<file path="config.mk">
export PLATFORM = sky130hd
export DESIGN_NAME = muldiv_unit
export DESIGN_NICKNAME = d
export VERILOG_FILES = /design/src/rtl/muldiv_pkg.sv /design/src/rtl/muldiv_signfix.sv /design/src/rtl/muldiv_unit.sv
export SDC_FILE = /design/constraint.sdc
export NUM_CORES = 1
export LEC_CHECK = 0
export BUFFER_PORTS_ARGS = -buffer_cell sky130_fd_sc_hd__clkbuf_2
export CAP_MARGIN = 10
export CORE_MARGIN = 4
export CORE_UTILIZATION = 55
export DETAILED_ROUTE_END_ITERATION = 8
export GPL_ROUTABILITY_DRIVEN = 0
export PLACE_DENSITY = 0.75
export RECOVER_POWER = 50
export SYNTH_ARGS = -nofsm -noshare
export SYNTH_HDL_FRONTEND = slang
export SYNTH_SLANG_ARGS = --single-unit
</file>
<file path="constraint.sdc">
create_clock -name clock -period 6.5 [get_ports clock]
set_input_delay 0.325 -clock clock [delete_from_list [all_inputs] [get_ports clock]]
set_output_delay 0.325 -clock clock [all_outputs]
set_load 0.01 [all_outputs]
</file>
<file path="src/rtl/muldiv_pkg.sv">
// muldiv_pkg: shared encodings for the sequential multiply/divide unit.
//   OP_MUL / OP_DIV : encodings of the 'op' request bit
//   state_e         : control FSM states (IDLE -> RUN -> FIX -> DONE)
package muldiv_pkg;

    localparam logic OP_MUL = 1'b0;
    localparam logic OP_DIV = 1'b1;

    typedef enum logic [1:0] {
        S_IDLE = 2'd0,
        S_RUN  = 2'd1,
        S_FIX  = 2'd2,
        S_DONE = 2'd3
    } state_e;

endpackage

</file>
<file path="src/rtl/muldiv_signfix.sv">
// muldiv_signfix: combinational sign handling around the unsigned engine.
//   Entry side : is_signed_i, a_i, b_i -> a_mag_o, b_mag_o (magnitudes),
//                sign_a_o, sign_b_o (operand signs, 0 in unsigned mode)
//   Exit side  : op_i, neg_hi_i, neg_lo_i, hi_raw_i, lo_raw_i -> hi_o, lo_o
//                multiply: neg_lo_i negates the whole 2*WIDTH product
//                divide  : neg_lo_i negates the quotient, neg_hi_i the remainder
module muldiv_signfix
    import muldiv_pkg::*;
#(
    parameter int WIDTH = 32
) (
    input  logic             is_signed_i,
    input  logic [WIDTH-1:0] a_i,
    input  logic [WIDTH-1:0] b_i,
    output logic [WIDTH-1:0] a_mag_o,
    output logic [WIDTH-1:0] b_mag_o,
    output logic             sign_a_o,
    output logic             sign_b_o,
    input  logic             op_i,
    input  logic             neg_hi_i,
    input  logic             neg_lo_i,
    input  logic [WIDTH-1:0] hi_raw_i,
    input  logic [WIDTH-1:0] lo_raw_i,
    output logic [WIDTH-1:0] hi_o,
    output logic [WIDTH-1:0] lo_o
);

    logic [2*WIDTH-1:0] prod_raw;
    logic [2*WIDTH-1:0] prod_fix;

    assign sign_a_o = is_signed_i & a_i[WIDTH-1];
    assign sign_b_o = is_signed_i & b_i[WIDTH-1];

    // -MIN wraps back to MIN, which read as unsigned is exactly |MIN|.
    assign a_mag_o = sign_a_o ? -a_i : a_i;
    assign b_mag_o = sign_b_o ? -b_i : b_i;

    assign prod_raw = {hi_raw_i, lo_raw_i};
    assign prod_fix = neg_lo_i ? -prod_raw : prod_raw;

    assign hi_o = (op_i == OP_MUL) ? prod_fix[2*WIDTH-1:WIDTH]
                                   : (neg_hi_i ? -hi_raw_i : hi_raw_i);
    assign lo_o = (op_i == OP_MUL) ? prod_fix[WIDTH-1:0]
                                   : (neg_lo_i ? -lo_raw_i : lo_raw_i);

endmodule

</file>
<file path="src/rtl/muldiv_unit.sv">
// muldiv_unit: sequential multiply/divide unit, one shared shift engine.
//   clock, reset (async, active-high)
//   start, op (0=mul, 1=div), a, b  : request, sampled only in IDLE
//   uns                             : unsigned operands (only with MULDIV_UNSIGNED_EN)
//   busy                            : high from the cycle after start through done
//   done, div0                      : one-cycle completion / divide-by-zero pulse
//   hi, lo                          : mul {upper,lower} product; div {remainder,quotient}
// Optional feature macro: MULDIV_UNSIGNED_EN (adds the uns port).
// Latency: start in cycle k -> done in cycle k+WIDTH+2 (k+1 for divide by zero).
module muldiv_unit
    import muldiv_pkg::*;
#(
    parameter int WIDTH = 32
) (
    input  logic             clock,
    input  logic             reset,
    input  logic             start,
    input  logic             op,
`ifdef MULDIV_UNSIGNED_EN
    input  logic             uns,
`endif
    input  logic [WIDTH-1:0] a,
    input  logic [WIDTH-1:0] b,
    output logic             busy,
    output logic             done,
    output logic             div0,
    output logic [WIDTH-1:0] hi,
    output logic [WIDTH-1:0] lo
);

    localparam int CNT_W = $clog2(WIDTH) + 1;

    state_e             state_q, state_d;
    logic [CNT_W-1:0]   cnt_q, cnt_d;
    logic [WIDTH-1:0]   acc_hi_q, acc_hi_d;   // mul: partial product; div: remainder
    logic [WIDTH-1:0]   acc_lo_q, acc_lo_d;   // mul: multiplier/low product; div: dividend/quotient
    logic [WIDTH-1:0]   opb_q, opb_d;         // |b|: multiplicand or divisor
    logic               op_q, op_d;
    logic               neg_hi_q, neg_hi_d;
    logic               neg_lo_q, neg_lo_d;
    logic               div0_q, div0_d;
    logic [WIDTH-1:0]   hi_q, hi_d;
    logic [WIDTH-1:0]   lo_q, lo_d;

    logic               is_signed;
    logic [WIDTH-1:0]   a_mag, b_mag;
    logic               sign_a, sign_b;
    logic [WIDTH-1:0]   fix_hi, fix_lo;

`ifdef MULDIV_UNSIGNED_EN
    assign is_signed = ~uns;
`else
    assign is_signed = 1'b1;
`endif

    muldiv_signfix #(.WIDTH(WIDTH)) u_signfix (
        .is_signed_i (is_signed),
        .a_i         (a),
        .b_i         (b),
        .a_mag_o     (a_mag),
        .b_mag_o     (b_mag),
        .sign_a_o    (sign_a),
        .sign_b_o    (sign_b),
        .op_i        (op_q),
        .neg_hi_i    (neg_hi_q),
        .neg_lo_i    (neg_lo_q),
        .hi_raw_i    (acc_hi_q),
        .lo_raw_i    (acc_lo_q),
        .hi_o        (fix_hi),
        .lo_o        (fix_lo)
    );

    // ------------------------------------------------------------------
    // Iteration engine: one radix-2 step per cycle.
    // ------------------------------------------------------------------
    logic [WIDTH:0]   mul_sum;
    logic [WIDTH:0]   div_trial;
    logic [WIDTH-1:0] div_diff;
    logic             div_ge;

    // Multiply: add |b| when the current multiplier bit is set, then shift
    // the {hi,lo} pair right; after WIDTH steps it holds the full product.
    assign mul_sum = {1'b0, acc_hi_q} + (acc_lo_q[0] ? {1'b0, opb_q} : '0);

    // Restoring divide: shift the next dividend bit into the remainder and
    // subtract the divisor when it fits. The difference is below the divisor
    // whenever it is kept, so WIDTH bits of it are enough.
    assign div_trial = {acc_hi_q, acc_lo_q[WIDTH-1]};
    assign div_ge    = (div_trial >= {1'b0, opb_q});
    assign div_diff  = div_trial[WIDTH-1:0] - opb_q;

    // ------------------------------------------------------------------
    // Control FSM and datapath next-state.
    // ------------------------------------------------------------------
    always_comb begin
        // NOTE: every signal gets a default before the case so that no
        // path leaves it unassigned, which would otherwise infer a latch.
        state_d  = state_q;
        cnt_d    = cnt_q;
        acc_hi_d = acc_hi_q;
        acc_lo_d = acc_lo_q;
        opb_d    = opb_q;
        op_d     = op_q;
        neg_hi_d = neg_hi_q;
        neg_lo_d = neg_lo_q;
        div0_d   = div0_q;
        hi_d     = hi_q;
        lo_d     = lo_q;

        unique case (state_q)
            S_IDLE: begin
                if (start) begin
                    op_d     = op;
                    acc_hi_d = '0;
                    acc_lo_d = a_mag;
                    opb_d    = b_mag;
                    cnt_d    = '0;
                    neg_lo_d = sign_a ^ sign_b;  // product / quotient sign
                    neg_hi_d = sign_a;           // remainder follows dividend
                    div0_d   = (op == OP_DIV) && (b == '0);
                    state_d  = ((op == OP_DIV) && (b == '0)) ? S_DONE : S_RUN;
                end
            end
            S_RUN: begin
                if (op_q == OP_MUL) begin
                    acc_hi_d = mul_sum[WIDTH:1];
                    acc_lo_d = {mul_sum[0], acc_lo_q[WIDTH-1:1]};
                end else begin
                    acc_hi_d = div_ge ? div_diff : div_trial[WIDTH-1:0];
                    acc_lo_d = {acc_lo_q[WIDTH-2:0], div_ge};
                end
                cnt_d = cnt_q + CNT_W'(1);
                if (cnt_q == CNT_W'(WIDTH - 1)) begin
                    state_d = S_FIX;
                end
            end
            S_FIX: begin
                hi_d    = fix_hi;
                lo_d    = fix_lo;
                state_d = S_DONE;
            end
            S_DONE: begin
                div0_d  = 1'b0;
                state_d = S_IDLE;
            end
            default: state_d = S_IDLE;
        endcase
    end

    always_ff @(posedge clock or posedge reset) begin
        if (reset) begin
            state_q  <= S_IDLE;
            cnt_q    <= '0;
            acc_hi_q <= '0;
            acc_lo_q <= '0;
            opb_q    <= '0;
            op_q     <= OP_MUL;
            neg_hi_q <= 1'b0;
            neg_lo_q <= 1'b0;
            div0_q   <= 1'b0;
            hi_q     <= '0;
            lo_q     <= '0;
        end else begin
            // NOTE: non-blocking assignments so every register samples the
            // values from before this edge, independent of statement order.
            state_q  <= state_d;
            cnt_q    <= cnt_d;
            acc_hi_q <= acc_hi_d;
            acc_lo_q <= acc_lo_d;
            opb_q    <= opb_d;
            op_q     <= op_d;
            neg_hi_q <= neg_hi_d;
            neg_lo_q <= neg_lo_d;
            div0_q   <= div0_d;
            hi_q     <= hi_d;
            lo_q     <= lo_d;
        end
    end

    assign busy = (state_q != S_IDLE);
    assign done = (state_q == S_DONE);
    assign div0 = (state_q == S_DONE) & div0_q;
    assign hi   = hi_q;
    assign lo   = lo_q;

endmodule

</file>
==> Implementation_results.wiki <==
{| class="wikitable"
! Metric !! Value
|-
| Synthesized netlist cell count || about 1,700
|-
| Warnings, synthesis || 0
|-
| Run status || finished with violations
|-
| Standard-cell rows || a little under 60
|-
| Startpoint types || flip-flop
|-
| Final Hold Slack || between 150 and 200 ps
|-
| Met3 GRT Util || 0.0489
|-
| Class of the most critical setup path || reg2reg
|-
| Num Clock Sinks || 172
|-
| Post-DR vias/cell || between 6 and 7
|-
| Crit share post-route || 0.664
|-
| Antenna violations before repair || 0
|-
| Detailed-route wire length per cell || between 15 and 20 um
|-
| Total negative slack || 0 ps
|-
| Crit Path Max Fanout || just over 60
|-
| Most used routing layer || met1
|-
| Diode count || 0
|-
| Standard cell core area || approximately 25,000 um2
|-
| RSZ-0062 raised after global routing || no
|-
| Final clock skew || 11.1 ps
|-
| Final Critical Period || 4320 ps
|-
| Count of buffers inserted at the top-level ports || 134
|-
| Cells on worst reg2reg path || 12
|-
| Total Routed Length || just over 40,000 um
|-
| Root buf cell || clkbuf_16
|-
| Number of global-route vias before repair || around 12,000
|-
| Via count of the routed design || 13,620
|-
| Hold_sp || op
|-
| Starting Density || 0.558
|-
| Number of fill cells || around 2,300
|-
| Prevailing post-synth register cell || dfrtp_1
|-
| Total Routing Usage GR || 0.287
|-
| Top area cells in the synthesized netlist || dfrtp_1, o21ai_0, ha_1
|-
| Insertion delay of the later-clocked pin in the worst-skew pair || around 450 ps
|-
| Boundary pin count || around 140
|-
| Count of flip-flops with a built-in enable after synthesis || 0
|-
| Clock transition at path regs || 80 ps
|-
| Cell Count Post-Placement || between 2,000 and 2,500
|-
| Number of nets still failing antenna checks after routing || 0
|-
| Global routing usage on met1 || 0.437
|-
| Most common cell after layout, fill and taps aside || nand2_1
|-
| Net Count, Synth || roughly 1,900
|-
| Yosys top cell by area || dfrtp_1
|-
| Power density over the cells || about 610 nW/um2
|-
| Max-slew violations || 52
|-
| Average cell area after synthesis || a little over 8 um2
|-
| Pre-antenna DRT Iters || 6
|-
| CP required || 6860 ps
|-
| Global route overflow || 0
|-
| Share of cells above drive strength 1 || 0.0941
|-
| DR iter-0 viols || 1,888
|-
| Synthesis-to-layout area growth || 9.78%
|-
| Setup violation total in the final timing report || 0
|-
| Post-synthesis cell type count || 80
|-
| Flops & latches, synth || between 150 and 200
|-
| Area share of the largest cell type after synthesis || 0.307
|-
| Reg-to-Reg Start || state_q[1]
|-
| Worst min-delay path class || in2reg
|-
| Die Outline Area || between 20,000 and 30,000 um2
|-
| Violations in the final reports || max-capacitance violations, max-slew violations
|-
| Overall power consumption || around 9.4 mW
|-
| Pin count of the biggest net entering global routing || between 90 and 100
|-
| Number of failing hold endpoints at the final stage || 0
|-
| Slew at the pin closest to its max-slew limit || 2340 ps
|-
| Top library cells by usage in the layout, fill and taps aside || nand2_1, o21ai_0, dfrtp_1
|-
| Post-CTS setup buffers || 0
|-
| Setup slack, reg-to-reg || roughly 2200 ps
|-
| Static Leak || 6.80 nW
|-
| Critical Path Start || state_q[1]
|-
| Clock tree from TritonCTS || built
|-
| Met2 capacity usage during global routing || 0.412
|-
| Part of the Yosys area used for sequential elements || 0.307
|-
| Number of H-tree levels || 4
|-
| Global-route wire length before repair || 66,500 um
|-
| Total clock buffers created by CTS || 17
|-
| Non-filler instance count after layout || ~2,100
|-
| Endpoint type of the worst setup path || flip-flop
|-
| Peak supply drop || 0.000367 V
|-
| Normalized max-slew margin || -0.571
|-
| Max Buffers Root-to-Sink || 2
|-
| Data arrival at the endpoint of the critical path || ~4700 ps
|-
| Reported max-cap violation count || 1
|-
| WHS Path Cells || 3
|-
| Detailed Place HPWL || ~31,000 um
|-
| NumNets Final || just under 2,000
|-
| Highest clock rate || 0.232 GHz
|-
| Vertical die dimension || 168 um
|-
| Die Wd || between 150 and 200 um
|-
| Cell area after synthesis || 14,000 um2
|-
| Remaining design rule violation count || 0
|-
| Async set-or-reset flop fraction in the synthesized netlist || 1.00
|}
==> metrics by stage <==
stage | setup slack, ps | utilization | area, um2
2_1_floorplan | 1510 | - | 14000
3_3_place_gp | 2420 | 0.591 | 14800
3_5_place_dp | 2310 | 0.591 | 14800
4_1_cts | 2300 | 0.616 | 15500
5_1_grt | 1830 | 0.613 | 15400
6_report | 2180 | 0.613 | 15400
==> report_power, final <==
part | internal (mW) | switching, mW | total (mW)
Clock | 0.559 | 0.524 | 1.08
Sequential | 1.57 | 0.698 | 2.27
Combinational | 2.23 | 3.81 | 6.04
==> Yosys cell counts, drive strengths merged, types with 11 or more instances <==
library cell  count
and2             12
nor3             29
nand2           214
nand3            35
nor4             18
mux2             26
o21a             13
buf              15
o31ai            34
o221ai           11
clkbuf           84
a22oi            22
ha               73
a21o             23
or3              14
a21oi           126
xor2             98
xnor2            69
dfrtp           172
nand2b           11
inv              72
o21ai           195
or4              17
mux2i            54
o41ai            16
a31oi            18
nor2            146
==> cell type report <==
class / instances / area (um2) / share of cell area
multi-input combinational: 1394 / 9080 / 0.590
clock inverter: 15 / 199 / 0.0129
tap: 330 / 413 / 0.0268
sequential: 172 / 4310 / 0.280
clock buffer: 17 / 425 / 0.0277
inverter: 73 / 275 / 0.0179
timing repair buffer: 147 / 687 / 0.0447
==> layer usage <==
metal | wire length [um] | vias to the layer above
li1 | - | 6372
met1 | 18800 | 6418
met2 | 16900 | 728
met3 | 4080 | 102
met4 | 1300 | 0
met5 | 0 | -
==> kinds of logic after synthesis <==
family,count (synthesis),share of synthesized area
compound gates,525,0.231
xor+xnor,167,0.104
fa+ha+maj,75,0.0680
buf+inv,172,0.0471
flops,172,0.307
mux,80,0.0595
simple gates,547,0.182
==> worst paths after layout <==
path,endpoint
max,acc_hi_q[30]
min,op_q
max reg2reg,acc_hi_q[30]
min reg2reg,opb_q[14]
max in group asynchronous,acc_hi_q[18]
min in group asynchronous,lo[16]
==> sequential cells by signal, indices dropped and copies added, names as in the netlist <==
signal,cells
lo,32
state_q,2
cnt_q,6
hi,32
acc_hi_q,32
neg_lo_q,1
acc_lo_q,32
neg_hi_q,1
op_q,1
div0_q,1
opb_q,32
==> worst max-delay path: stages (launching register included) <==
cell and delay (ps):
dfrtp_1 420, inv_1 120, ha_2 170, buf_4 480, inv_1 380, o21ai_1 1000, nand2_1 590, nor2_1 220
buf_4 300, nand3_1 130, mux2i_1 160, nor3_1 70, a41oi_1 170
==> timing repair <==
| item | in CTS | in global routing |
|---|---|---|
| hold buffers | 1 | 0 |
| endpoints found under the hold margin | 49 | 0 |
| gates resized for setup | 0 | 0 |
Note: power is estimated with default switching activity, not from simulation.
